$ cat src/rtl/adf4158_pkg.sv
// Shared ADF4158 sweep geometry and ramp-sync state encoding.
// The config controller imports the same defaults so both sides agree on sweep timing.
package adf4158_pkg;

  typedef enum logic [1:0] {
    ST_WAIT_CFG  = 2'd0,
    ST_WAIT_LOCK = 2'd1,
    ST_RUN       = 2'd2,
    ST_FAULT     = 2'd3
  } ramp_state_e;

  // MUXOUT select that routes digital lock detect to the pin
  localparam logic [3:0] MUXOUT_DLD = 4'b0110;

  localparam int unsigned DEF_LOCK_CYCLES = 1024;
  localparam int unsigned DEF_STEP_CLKS   = 20;
  localparam int unsigned DEF_RAMP_STEPS  = 2000;
  localparam int unsigned DEF_STEP_W      = 11;
  localparam int unsigned DEF_FRAME_W     = 16;

  // Counter width able to hold 0..n-1, never narrower than one bit
  function automatic int unsigned cnt_w(input int unsigned n);
    return (n > 1) ? $clog2(n) : 1;
  endfunction

endpackage

$ cat src/rtl/sync_2ff.sv
// Two-flop synchroniser for a single asynchronous level input.
module sync_2ff (
  input  logic clk,
  input  logic rst_n,
  input  logic d_i,
  output logic q_o
);

  (* ASYNC_REG = "TRUE" *) logic [1:0] sync_q;

  always_ff @(posedge clk) begin
    if (!rst_n) begin
      sync_q <= 2'b00;
    end else begin
      sync_q <= {sync_q[0], d_i};
    end
  end

  assign q_o = sync_q[1];

endmodule

$ cat src/rtl/fmcw_ramp_sync.sv
// Qualifies ADF4158 digital lock detect and generates the nominal sweep timebase
// (sweep strobe, step index, frame count); halts and flags on loss of lock.
module fmcw_ramp_sync
  import adf4158_pkg::*;
#(
  parameter int unsigned LOCK_CYCLES = DEF_LOCK_CYCLES,
  parameter int unsigned STEP_CLKS   = DEF_STEP_CLKS,
  parameter int unsigned RAMP_STEPS  = DEF_RAMP_STEPS,
  parameter int unsigned STEP_W      = DEF_STEP_W,
  parameter int unsigned FRAME_W     = DEF_FRAME_W
) (
  input  logic               clk,
  input  logic               rst_n,
  input  logic               en_i,
  input  logic               config_done_i,
  input  logic               muxout_i,
  input  logic               clr_err_i,
  output logic               locked_o,
  output logic               ramp_start_o,
  output logic               ramp_active_o,
  output logic [STEP_W-1:0]  step_idx_o,
  output logic [FRAME_W-1:0] frame_ctr_o,
  output logic               lock_lost_o
);

  localparam int unsigned LOCK_W    = cnt_w(LOCK_CYCLES);
  localparam int unsigned STEPCLK_W = cnt_w(STEP_CLKS);

  localparam logic [LOCK_W-1:0]    LOCK_LAST    = LOCK_W'(LOCK_CYCLES - 1);
  localparam logic [STEPCLK_W-1:0] STEPCLK_LAST = STEPCLK_W'(STEP_CLKS - 1);
  localparam logic [STEP_W-1:0]    STEP_LAST    = STEP_W'(RAMP_STEPS - 1);

  logic mx_s;

  ramp_state_e          state_q,       state_d;
  logic [LOCK_W-1:0]    lock_ctr_q,    lock_ctr_d;
  logic [STEPCLK_W-1:0] step_clk_q,    step_clk_d;
  logic [STEP_W-1:0]    step_idx_q,    step_idx_d;
  logic [FRAME_W-1:0]   frame_ctr_q,   frame_ctr_d;
  logic                 locked_q,      locked_d;
  logic                 ramp_start_q,  ramp_start_d;
  logic                 ramp_active_q, ramp_active_d;
  logic                 lock_lost_q,   lock_lost_d;
  logic                 run_ok;

  sync_2ff u_sync_muxout (
    .clk   (clk),
    .rst_n (rst_n),
    .d_i   (muxout_i),
    .q_o   (mx_s)
  );

  assign run_ok = en_i & config_done_i;

  always_ff @(posedge clk) begin
    if (!rst_n) begin
      state_q       <= ST_WAIT_CFG;
      lock_ctr_q    <= '0;
      step_clk_q    <= '0;
      step_idx_q    <= '0;
      frame_ctr_q   <= '0;
      locked_q      <= 1'b0;
      ramp_start_q  <= 1'b0;
      ramp_active_q <= 1'b0;
      lock_lost_q   <= 1'b0;
    end else begin
      state_q       <= state_d;
      lock_ctr_q    <= lock_ctr_d;
      step_clk_q    <= step_clk_d;
      step_idx_q    <= step_idx_d;
      frame_ctr_q   <= frame_ctr_d;
      locked_q      <= locked_d;
      ramp_start_q  <= ramp_start_d;
      ramp_active_q <= ramp_active_d;
      lock_lost_q   <= lock_lost_d;
    end
  end

  always_comb begin
    state_d       = state_q;
    step_clk_d    = step_clk_q;
    step_idx_d    = step_idx_q;
    frame_ctr_d   = frame_ctr_q;
    locked_d      = locked_q;
    ramp_start_d  = 1'b0;
    ramp_active_d = ramp_active_q;
    lock_lost_d   = lock_lost_q;

    // Lock qualifier: run of consecutive synchronised-high cycles, saturating
    if (!mx_s) begin
      lock_ctr_d = '0;
    end else if (lock_ctr_q == LOCK_LAST) begin
      lock_ctr_d = lock_ctr_q;
    end else begin
      lock_ctr_d = lock_ctr_q + LOCK_W'(1);
    end

    if (!run_ok) begin
      state_d       = ST_WAIT_CFG;
      locked_d      = 1'b0;
      ramp_active_d = 1'b0;
      step_idx_d    = '0;
      step_clk_d    = '0;
    end else begin
      // A loss detected in RUN below overrides this clear
      if (clr_err_i) begin
        lock_lost_d = 1'b0;
      end

      unique case (state_q)
        ST_WAIT_CFG: begin
          state_d    = ST_WAIT_LOCK;
          lock_ctr_d = '0;
        end

        ST_WAIT_LOCK: begin
          if (mx_s && (lock_ctr_q == LOCK_LAST)) begin
            state_d       = ST_RUN;
            locked_d      = 1'b1;
            ramp_start_d  = 1'b1;
            ramp_active_d = 1'b1;
            step_idx_d    = '0;
            step_clk_d    = '0;
          end
        end

        ST_RUN: begin
          if (!mx_s) begin
            state_d       = ST_FAULT;
            lock_lost_d   = 1'b1;
            locked_d      = 1'b0;
            ramp_active_d = 1'b0;
          end else if (step_clk_q == STEPCLK_LAST) begin
            step_clk_d = '0;
            if (step_idx_q == STEP_LAST) begin
              step_idx_d   = '0;
              frame_ctr_d  = frame_ctr_q + FRAME_W'(1);
              ramp_start_d = 1'b1;
            end else begin
              step_idx_d = step_idx_q + STEP_W'(1);
            end
          end else begin
            step_clk_d = step_clk_q + STEPCLK_W'(1);
          end
        end

        ST_FAULT: begin
          if (clr_err_i) begin
            state_d    = ST_WAIT_LOCK;
            lock_ctr_d = '0;
          end
        end

        default: begin
          state_d = ST_WAIT_CFG;
        end
      endcase
    end
  end

  assign locked_o      = locked_q;
  assign ramp_start_o  = ramp_start_q;
  assign ramp_active_o = ramp_active_q;
  assign step_idx_o    = step_idx_q;
  assign frame_ctr_o   = frame_ctr_q;
  assign lock_lost_o   = lock_lost_q;

endmodule

$ cat config.mk
export PLATFORM = sky130hd
export DESIGN_NAME = fmcw_ramp_sync
export DESIGN_NICKNAME = d
export VERILOG_FILES = /design/src/rtl/adf4158_pkg.sv /design/src/rtl/sync_2ff.sv /design/src/rtl/fmcw_ramp_sync.sv
export SDC_FILE = /design/constraint.sdc
export NUM_CORES = 1
export LEC_CHECK = 0
export BUFFER_PORTS_ARGS = -buffer_cell sky130_fd_sc_hd__buf_2
export CAP_MARGIN = 10
export CORE_ASPECT_RATIO = 1.75
export CORE_MARGIN = 5
export CORE_UTILIZATION = 46
export DETAILED_ROUTE_END_ITERATION = 12
export PLACE_DENSITY = 0.67
export SYNTH_ARGS = -nofsm -noshare
export SYNTH_HDL_FRONTEND = slang
export SYNTH_SLANG_ARGS = --single-unit
$ cat constraint.sdc
create_clock -name clk -period 3.45 [get_ports clk]
set_clock_uncertainty 0.15 [all_clocks]
set_input_delay 0.69 -clock clk [delete_from_list [all_inputs] [get_ports clk]]
set_output_delay 0.69 -clock clk [all_outputs]
set_load 0.03 [all_outputs]
## Word level (Yosys, flattened, before mapping)

Cells that the tools add are included.

| storage, ports and cells | value |
|---|---|
| word-level logic and storage cells | 63 |
| register bits | 49 |
| output and inout bits | 31 |
| bits of input ports | 6 |

| operators by class | value |
|---|---|
| reduce and logical (&&, ||, !) cells | 9 |
| bitwise gates (word level) | 1 |
| mux-type cells | 29 |
| equality and inequality tests | 11 |
| add/sub/neg operators | 4 |

Operators by type and width:

| kind | count |
|---|---|
| $mux W11 | 4 |
| $mux W10 | 4 |
| $pmux W11 S2 | 1 |
| $pmux W10 S2 | 1 |
| $add A16 B1 Y16 const B | 1 |
| $mux W5 | 3 |
| $add A11 B1 Y11 const B | 1 |
| $eq A11 B11 Y1 const B | 1 |
| $add A10 B1 Y10 const B | 1 |
| $eq A10 B10 Y1 const B | 1 |
| $pmux W5 S2 | 1 |
| $mux W1 | 9 |
| $reduce_and A3 Y1 | 3 |
| $ne A2 B2 Y1 const B | 4 |
| $pmux W2 S4 | 1 |
| $mux W2 | 3 |
| $add A5 B1 Y5 const B | 1 |
| $eq A5 B5 Y1 const B | 1 |
| $reduce_and A5 Y1 | 1 |
| $eq A2 B2 Y1 const B | 2 |
| $pmux W1 S2 | 2 |
| $reduce_and A4 Y1 | 1 |
| $eq A2 B1 Y1 const B | 1 |
| $logic_not A2 Y1 | 1 |
| 5 further kinds | 5 |

## Depth between registers and ports, before layout

| logic depth | value |
|---|---|
| word-level depth | 6 |
| mapped depth | 9 |
| depth with buffers taken out | 7 |

## Cells and area by module

From an unflattened synthesis, not the netlist that was laid out.

| second synthesis, totals | value |
|---|---|
| cells, all modules | 311 |
| area, all modules | 2598.7 um^2 |

By module, submodules not included:

| module | sequential area each (um^2) | cells each | instances | area an instance (um^2) |
|---|---|---|---|---|
| fmcw_ramp_sync | 940.9 | 307 | 1 | 2546.2 |
| sync_2ff | 40.0 | 4 | 1 | 52.6 |

## Worst setup path after synthesis

Ideal clock, no wire load.

| timing | value |
|---|---|
| path kind | register to register |
| start point | register step_idx_q[0] (netlist: step_idx_o[0]) |
| end point | register frame_ctr_q[14] (netlist: frame_ctr_o[14]) |
| cell stages (with the launch flop) | 7 |
| buffers on the path | 0 |
| setup time | 0.072 ns |
| slack | 1.101 ns |
| required time | 3.228 ns |
| data arrival time | 2.127 ns |
| period minus slack after synthesis | 2.349 ns |
| cell sequence | dfxtp_1 -> ha_1 -> nand3_2 -> nor3_4 -> nand4_4 -> or4_1 -> a21oi_1 |

| on the way | value |
|---|---|
| word-level cells in the longest chain between the ends | 2 |

RTL lines:

| what | RTL line | RTL |
|---|---|---|
| start, declared | fmcw_ramp_sync.sv:38 | `logic [STEP_W-1:0] step_idx_q, step_idx_d;` |
| start signal, assigned | fmcw_ramp_sync.sv:70 | `step_idx_q <= step_idx_d;` |
| $eq A11 B11 Y1 | fmcw_ramp_sync.sv:135 | `if (step_idx_q == STEP_LAST) begin` |
| $reduce_and A5 Y1 (no source line) | n/a |  |
| end signal, assigned | fmcw_ramp_sync.sv:71 | `frame_ctr_q <= frame_ctr_d;` |
| end, declared | fmcw_ramp_sync.sv:39 | `logic [FRAME_W-1:0] frame_ctr_q, frame_ctr_d;` |

Every way passes these cells.
A chain may end at the register's enable or synchronous reset.

## Worst setup path in the final report

| timing | value |
|---|---|
| start point | register state_q[1] |
| end point | register step_idx_q[10] (netlist: step_idx_o[10]) |

| on the way | value |
|---|---|
| word-level cells in the longest chain between the ends | 3 |
| elaborated cells between the ends (all ways) | 8 |
| classes of those cells | eq/ne: 5; mux: 1; reduce/logical: 2 |

RTL lines:

| what | RTL line | RTL |
|---|---|---|
| start, declared | fmcw_ramp_sync.sv:35 | `ramp_state_e state_q, state_d;` |
| start signal, assigned | fmcw_ramp_sync.sv:67 | `state_q <= state_d;` |
| $eq A2 B2 Y1 or $eq A2 B1 Y1 (tied branches) | fmcw_ramp_sync.sv:110 | `unique case (state_q)` |
| $ne A2 B2 Y1 (no source line) (tied with other cells) | n/a |  |
| $reduce_and A4 Y1 (no source line) | n/a |  |

Parallel ways exist; a longest one is shown, timed or not.

==> results.cfg <==
[routing]
drt_iter0_markers = 138
wirelength_mm = 5.36
ant_nets = 0
wire_per_inst_um = 13.9
drc = 0
viasPerCell = 5.84
drt_first_pass_iters = 4
vias = 2247

[die]
ios = 37
die_area_sq_um = 6890
core_area_sq_um = 5210
start_util = 0.466
die_h_um = 106
die_x_um = 64.9
placementRows = 35

[yosys]
avgSynthCellArea_sq_um = 8.28
synth_area_leaders = dfxtp_1 40%, a21oi_1 5.8%, nor2_1 4.6%
synth_warnings = 0
yosysSeqAreaShare = 0.404
syn_nets = 306
syn_inst = 293
synth_top_cells_by_count = 49 x dfxtp_1, 30 x nor2_1, 28 x a21oi_1, 25 x nand2_1, 21 x nand3_1
synth-async-reset-ratio = 0
synth_edf_count = 0
ys_ff_latch = 49
syn_area_sq_um = 2430
synth_top_area_share = 0.404
yosysMostFrequentCell = dfxtp_1
synth_cell_type_count = 48
yosysTopAreaCell = dfxtp_1
ys.flop_type = dfxtp_1

[power]
p_leak_nw = 1.07
power.density_nw_per_um2 = 335
peakVddDrop_v = 0.000207

[clock_tree]
clockBufferDepth = 2
cts_setup_buffers = 0
cts_inserted_buffers = 5
cts-root-buf = clkbuf_8
cts.repair.resized = 0
clkSinkCount = 49
cts_hold_buffers = 0
cts_tree = done
insertion_delay_ns = 0.30
htreeDepth = 2
clk_pin_slew_ns = 0.09

[critical_path]
crit_arrival_ns = 2.61
criticalPathCategory = flop to flop
crit_path_end_kind = flop
path_max_fanout = 14
required_ns = 3.53
start_kind = flop

[worst_hold_path]
hp-class = flop to flop

[grt]
grt_pass1_vias = 2137
overflow = 0
grt_pass1_wl_mm = 9.31
antenna_found_initial = 0
grt_max_degree = 19
grt.total_usage = 0.164

[sta]
setup_slack_ns = 0.925
tns_ns = 0
setup_violations = 0
period_share = 0.732
period_minus_slack_ns = 2.52
fmax_mhz = 396
whs_ns = 0.289
tightest_slew_ns = 0.619
maxSlewViolCount = 0
hold_viol = 0
rsz0062_at_grt = false
slew_headroom = 0.584

[place]
io_buffer_count = 36
place.gp.congestion = 0.845
detailed_place.area_sq_um = 2660
dp_slack_ns = 0.924
hpwlAfterDp_mm = 4.06

[finish]
drive_gt1_frac = 0.167
nets = 344
area_growth_syn_to_layout_pct = 12.8
finalInstanceArea_sq_um = 2740
utilization = 0.525
nFillCells = 523
n_antenna_cell = 0

[status]
status = finished, final reports clean

[flow_run]
max_cap_viol_count = 0
per-stage QoR:
| step | total power [mW] | cells |
|---|---|---|
| floorplan | 0.605 | 293 |
| global placement | 0.617 | 379 |
| detailed placement | 0.617 | 379 |
| CTS | 0.931 | 385 |
| global route | 0.956 | 385 |
| finish | 0.918 | 385 |
cells by family after synthesis:
| family | Yosys count | synth area share |
|---|---|---|
| AND/OR/NAND/NOR | 133 | 0.303 |
| buffers and inverters | 20 | 0.0330 |
| AO/OA/AOI/OAI | 74 | 0.187 |
| multiplexers | 3 | 0.0124 |
| XOR/XNOR | 7 | 0.0253 |
| adder cells (fa/ha/maj) | 7 | 0.0361 |
| flip-flops | 49 | 0.404 |
worst max-delay path, cell delays in order, from the launching register on:
cell	delay, ns
dfxtp_1	0.38
ha_1	0.38
nand2_1	0.20
or2_2	0.35
a22o_1	0.34
or4_1	0.51
o22ai_1	0.16
placed cells by master, fill, tap and decap left out, types with 8 or more instances in the layout:
cell type,n
nor2_1,30
nand2_1,25
inv_1,11
buf_2,36
or4_1,10
dfxtp_1,49
a21oi_1,28
nand3_1,21
or3_1,9
nand4_1,8
o21ai_0,16
layer usage:
| layer | share of wire | vias to the layer above | GRT usage |
|---|---|---|---|
| met5 | 0 | - | 0 |
| met4 | 0.021 | 0 | 0.0651 |
| met3 | 0.037 | 10 | 0.0328 |
| met2 | 0.51 | 40 | 0.298 |
| met1 | 0.43 | 1049 | 0.183 |
| li1 | - | 1148 | - |
layout make-up:
class / count / area [sq um] / share of cell area
multi-input combinational: 224 / 1370 / 0.499
clock inverter: 1 / 5.00 / 0.00183
inverter: 12 / 45.0 / 0.0165
clock buffer: 5 / 68.8 / 0.0251
tap: 55 / 68.8 / 0.0251
timing repair buffer: 39 / 203 / 0.0740
sequential: 49 / 981 / 0.358
state kept, by name, indices dropped and copies added (netlist names):
register,count
lock_ctr_q,10
ramp_start_o,1
lock_lost_o,1
ramp_active_o,1
frame_ctr_o,16
step_clk_q,5
state_q,2
u_sync_muxout.sync_q,2
step_idx_o,11
report_power, final:
| group | switching [mW] | total (mW) | internal, mW |
|---|---|---|---|
| registers | 0.00216 | 0.569 | 0.567 |
| clock network | 0.180 | 0.314 | 0.134 |
| logic | 0.0231 | 0.0343 | 0.0112 |
| total | 0.205 | 0.918 | 0.712 |
final timing paths:
check / end / start / slack (ns) / depth (start not counted)
worst min register to register: u_sync_muxout.sync_q[1]$_SDFF_PN0_ / u_sync_muxout.sync_q[0]$_SDFF_PN0_ / 0.29 / 1
worst max-delay path: step_idx_o[10]$_SDFFE_PN0P_ / state_q[1]$_SDFFE_PN0P_ / 0.93 / 6
worst max register to register: step_idx_o[10]$_SDFFE_PN0P_ / state_q[1]$_SDFFE_PN0P_ / 0.93 / 6
worst min-delay path: u_sync_muxout.sync_q[1]$_SDFF_PN0_ / u_sync_muxout.sync_q[0]$_SDFF_PN0_ / 0.29 / 1
Note: power is estimated with default switching activity, not from simulation.
